## src/rtl/rv_pkg.sv

```systemverilog
// Shared RISC-V datapath types and constants for the integer register file.
// Register index names, address/data typedefs and reset defaults for sp/gp.
package rv_pkg;

  localparam int unsigned XLEN   = 32;
  localparam int unsigned REG_AW = 5;

  typedef logic [XLEN-1:0]   xlen_t;
  typedef logic [REG_AW-1:0] reg_addr_t;

  localparam reg_addr_t X0 = 5'd0;
  localparam reg_addr_t RA = 5'd1;
  localparam reg_addr_t SP = 5'd2;
  localparam reg_addr_t GP = 5'd3;

  localparam xlen_t SP_INIT_DEFAULT = 32'h0000_0FFC;
  localparam xlen_t GP_INIT_DEFAULT = 32'h0000_0000;

endpackage

```

## src/rtl/rf_read_port.sv

```systemverilog
// One combinational register-file read port: address decode and x0 forcing.
// With REGFILE_WR_BYPASS_EN defined, BYPASS=1 instances forward a same-cycle write.
module rf_read_port
  import rv_pkg::*;
#(
  parameter int unsigned XLEN  = rv_pkg::XLEN,
  parameter int unsigned NREGS = 32
`ifdef REGFILE_WR_BYPASS_EN
  ,
  parameter bit          BYPASS = 1'b1
`endif
) (
  input  logic [NREGS-1:0][XLEN-1:0] regs,
  input  logic [REG_AW-1:0]          addr,
`ifdef REGFILE_WR_BYPASS_EN
  input  logic                       we,
  input  logic [REG_AW-1:0]          wa,
  input  logic [XLEN-1:0]            wd,
`endif
  output logic [XLEN-1:0]            rd
);

  always_comb begin
    rd = regs[addr];
`ifdef REGFILE_WR_BYPASS_EN
    if (BYPASS && we && (wa != X0) && (addr == wa)) begin
      rd = wd;
    end
`endif
    // x0 forcing is applied last so nothing, bypass included, can override it
    if (addr == X0) begin
      rd = '0;
    end
  end

endmodule

```

## src/rtl/reg_file_wd3.sv

```systemverilog
// RISC-V 32x32 integer register file fed by the WD3-source write-back mux.
// Optional write-first forwarding on rd1/rd2: define REGFILE_WR_BYPASS_EN.
module reg_file_wd3
  import rv_pkg::*;
#(
  parameter int unsigned XLEN    = rv_pkg::XLEN,
  parameter int unsigned NREGS   = 32,
  parameter logic [XLEN-1:0] SP_INIT = SP_INIT_DEFAULT,
  parameter logic [XLEN-1:0] GP_INIT = GP_INIT_DEFAULT
) (
  input  logic            clk,
  input  logic            rst_n,
  input  logic            we3,
  input  logic [4:0]      a1,
  input  logic [4:0]      a2,
  input  logic [4:0]      a3,
  input  logic [XLEN-1:0] wd3,
  output logic [XLEN-1:0] rd1,
  output logic [XLEN-1:0] rd2,
  input  logic [4:0]      dbg_a,
  output logic [XLEN-1:0] dbg_rd,
  output logic [15:0]     wr_cnt
);

  logic [NREGS-1:0][XLEN-1:0] regs;

  always_ff @(posedge clk or negedge rst_n) begin
    if (!rst_n) begin
      for (int unsigned i = 0; i < NREGS; i++) begin
        regs[i] <= '0;
      end
      regs[SP] <= SP_INIT;
      regs[GP] <= GP_INIT;
      wr_cnt   <= '0;
    end else if (we3 && (a3 != X0)) begin
      regs[a3] <= wd3;
      wr_cnt   <= wr_cnt + 16'd1;
    end
  end

  rf_read_port #(
    .XLEN  (XLEN),
    .NREGS (NREGS)
  ) u_rs1 (
    .regs (regs),
    .addr (a1),
`ifdef REGFILE_WR_BYPASS_EN
    .we   (we3),
    .wa   (a3),
    .wd   (wd3),
`endif
    .rd   (rd1)
  );

  rf_read_port #(
    .XLEN  (XLEN),
    .NREGS (NREGS)
  ) u_rs2 (
    .regs (regs),
    .addr (a2),
`ifdef REGFILE_WR_BYPASS_EN
    .we   (we3),
    .wa   (a3),
    .wd   (wd3),
`endif
    .rd   (rd2)
  );

  rf_read_port #(
    .XLEN   (XLEN),
    .NREGS  (NREGS)
`ifdef REGFILE_WR_BYPASS_EN
    ,
    .BYPASS (1'b0)
`endif
  ) u_dbg (
    .regs (regs),
    .addr (dbg_a),
`ifdef REGFILE_WR_BYPASS_EN
    .we   (1'b0),
    .wa   (5'd0),
    .wd   ('0),
`endif
    .rd   (dbg_rd)
  );

endmodule

```

## config.mk

```make
export PLATFORM = sky130hd
export DESIGN_NAME = reg_file_wd3
export DESIGN_NICKNAME = d
export VERILOG_FILES = /design/src/rtl/rv_pkg.sv /design/src/rtl/rf_read_port.sv /design/src/rtl/reg_file_wd3.sv
export SDC_FILE = /design/constraint.sdc
export NUM_CORES = 2
export LEC_CHECK = 0
export BUFFER_PORTS_ARGS = -buffer_cell sky130_fd_sc_hd__buf_2
export CAP_MARGIN = 10
export CORE_UTILIZATION = 25
export CTS_CLUSTER_SIZE = 20
export DETAILED_ROUTE_END_ITERATION = 6
export GPL_ROUTABILITY_DRIVEN = 0
export HOLD_SLACK_MARGIN = 0.1
export REMOVE_ABC_BUFFERS = 1
export SYNTH_ARGS = -nofsm -noshare
export SYNTH_HDL_FRONTEND = slang
export SYNTH_SLANG_ARGS = --single-unit
```

## constraint.sdc

```tcl
create_clock -name clk -period 2.3 [get_ports clk]
set_clock_uncertainty 0.2 [all_clocks]
set_input_delay 0.115 -clock clk [delete_from_list [all_inputs] [get_ports clk]]
set_output_delay 0.115 -clock clk [all_outputs]
set_load 0.01 [all_outputs]
```

==> impl_metrics.ini <==
[run_status]
outcome = finished, violations left
failed_checks = negative setup slack

[yosys]
avgSynthCellArea_sq_um = 14.5
synth_common_cells = mux2_2 (1,053), dfrtp_1 (1,030), mux4_2 (646)
synthAdderAreaFrac = 0.000198
synthSimpleGateAreaFrac = 0.0232
synth_flop_cell = dfrtp_1
synth_top_area_cell = dfrtp_1
synth_compound_area_frac = 0.0509
synthCells = 4338
synth_top_family_by_area = multiplexers
yosysUniqueCellTypes = 52
synthXorXnorAreaFrac = 0.00208
ys_ff_latch = 1040
ys_warn_count = 0
ys_seq_area_frac = 0.413
synthMuxAreaShare = 0.472
synth_area_sq_um = 63100
synthTopCellsByArea = dfrtp_1 (41%), mux4_2 (23%), mux2_2 (19%)
post-synth-top-count-cell = mux2_2
async_reset_ff_frac = 1.00
synth_edf_count = 0
synth_top_cell_area_share = 0.408

[detailed_routing]
totalWireLength_um = 249000
drt-initial-drc-count = 5358
first_pass_iters = 6
wl_per_cell_um = 29.8
vias_per_cell = 5.58
vias = 46700
postRouteAntennaNets = 0
drc = 0

[placed_design]
portBuffers = 166
placed_cell_area_sq_um = 73500
place_ws_ps = -749
hpwlAfterDp_um = 165000

[critical_path]
critical_path_class = reg -> out
cp.buffers_inverters = 2
start_kind = flip-flop
path_cells = buf_6 > mux4_2 > mux4_2 > o22ai_2 > nor3_2 > buf_6
cp-startpoint = regs[973]
path_delay_family = multiplexers
r2r-start = wr_cnt[4]
crit_slowest_cell = mux4_2
r2r_cells = 5
reg2reg_to = wr_cnt[15]
max_stage_delay_ps = 500
worstPathArrival_ps = 2760
cp_num_cells = 6
crit_required_ps = 1990
end_kind = output port
cp-endpoint = rd1[13]
rrSetupSlack_ps = 410
cp_max_fo = 2

[floorplanning]
boundaryPins = 167
dieArea_sq_um = 254000
chipWidth_um = 504
die_h_um = 504
row_count = 184
initial_core_util = 0.251
coreArea_sq_um = 251000

[global_route]
grt_max_degree = 100
track_usage = 0.192
grt_pass1_wl_um = 358000
overflow = 0
grt_pass1_vias = 48400
antenna_found_initial = 14

[timing]
fmax_ghz = 0.325
rsz0062_at_grt = true
worst_slew_pin_slew_ps = 826
timing.final.hold_violations = 0
tns_ps = -55270
layout_min_cycle_time_ps = 3080
drv_slew = 0
setup_ws_ps = -780
setup_viol = 96
max-slew-margin-rel = 0.447
min_period_over_period = 1.34

[layout]
fillers = 24300
utilization = 0.324
final_layout_size_suffix_gt1_frac = 0.622
final_area_sq_um = 81300
area_growth_pct = 28.8
layout.nets = 4969

[min_path]
whs_path_depth = 0
hp-class = reg -> reg

[clock_tree]
cts.path.max_buffers = 3
insertion_delay_ps = 730
clkTransAtPathRegs_ps = 60
tritoncts = done
ctsHtreeMaxLevel = 3
cts.sinks = 1040
cts_made_buffers = 116
ctsRootBufferMaster = clkbuf_16

[pwr]
p_comb_frac = 0.288
irDropWorstVdd_uv = 777
switching_share = 0.307
leakage_nw = 33.9
pwr_density_cell_nw_per_um2 = 777
clock_power_share = 0.310
power.share.sequential = 0.402
intPower_w = 0.0438
total_power_w = 0.0631
power.net_switching_w = 0.0194

[flow_run]
drv_cap = 0
final cells by class:
class	count	area, sq um	area share
multi-input combinational	2775	37400	0.460
sequential	1040	26000	0.320
timing repair buffer	972	9630	0.118
tap	3348	4190	0.0515
clock buffer	168	3360	0.0413
clock inverter	50	657	0.00808
inverter	8	30.0	0.000369
antenna	6	15.0	0.000185
per-stage QoR:
| step | std cells | hold WS [ps] |
|---|---|---|
| global route | 8364 | 237 |
| detailed placement | 8034 | -185 |
| CTS | 8344 | 160 |
| floorplan | 3823 | -381 |
| global placement | 8034 | -191 |
| finish | 8367 | 220 |
power groups by stage:
stage | clock network [W] | registers [W] | logic [W]
2_1_floorplan | 0 | 0.0244 | 0.00981
3_3_place_gp | 0 | 0.0253 | 0.0157
3_5_place_dp | 0 | 0.0256 | 0.0161
4_1_cts | 0.0199 | 0.0252 | 0.0179
5_1_grt | 0.0206 | 0.0258 | 0.0192
6_report | 0.0196 | 0.0254 | 0.0182
layer usage:
metal / track usage / wire, um / vias up
met1: 0.250 / 99500 / 24900
met3: 0.0395 / 20500 / 684
met2: 0.300 / 114000 / 2647
met4: 0.0980 / 14600 / 14
met5: 0 / 92 / -
li1: - / - / 18500
cell usage in the layout, fill, tap and decap left out, types with 23 or more instances in the layout:
master         count
buf_6             70
o22ai_1           79
nor3_2            32
dlygate4sd3_1     42
a22oi_1          104
clkbuf_8          25
clkbuf_1          27
mux4_2           646
a21oi_1           45
buf_4            545
mux2i_1          338
a2111oi_4         41
nor2b_1           27
nand2_1           27
a22o_1            51
buf_12           177
mux2_2          1049
o22ai_2           23
buf_2            129
clkinv_2          24
nor3_4            29
clkbuf_16        118
dfrtp_1         1030
worst min path at each step:
stage          startpoint         to  slack [ps]
2_1_floorplan       rst_n    regs[0]        -380
5_1_grt          regs[24]   regs[24]         240
3_3_place_gp        rst_n  regs[281]        -190
3_5_place_dp        rst_n  regs[281]        -180
6_report         regs[19]   regs[19]         220
4_1_cts             a3[1]  regs[666]         160
worst reg2reg max path: stages (launching register included):
cell	delay, ps
dfrtp_1	440
nand4_1	280
a2111oi_2	410
buf_4	210
nand3_1	100
xnor2_1	140
timing repair:
| action | in CTS | in global routing |
|---|---|---|
| pin swaps | 184 | 38 |
| endpoints found under the setup margin | 96 | 155 |
| hold buffers | 45 | 1 |
| hold endpoints to repair | 2048 | 9 |
| cloned | 0 | 1 |
| gates resized for setup | 448 | 59 |
| buffers inserted | 98 | 22 |
logic make-up (layout without fill, tap and decap cells):
kind of cell / after synthesis / count (layout)
xor+xnor: 15 / 15
mux: 2038 / 2038
compound gates: 442 / 442
flops: 1040 / 1040
other cells: 0 / 6
buf+inv: 523 / 1198
simple gates: 279 / 279
fa+ha+maj: 1 / 1
flip-flops by register name, indices dropped and copies added (netlist names):
name	cells
wr_cnt	16
regs	1024
(Power assumes the default switching activity.)
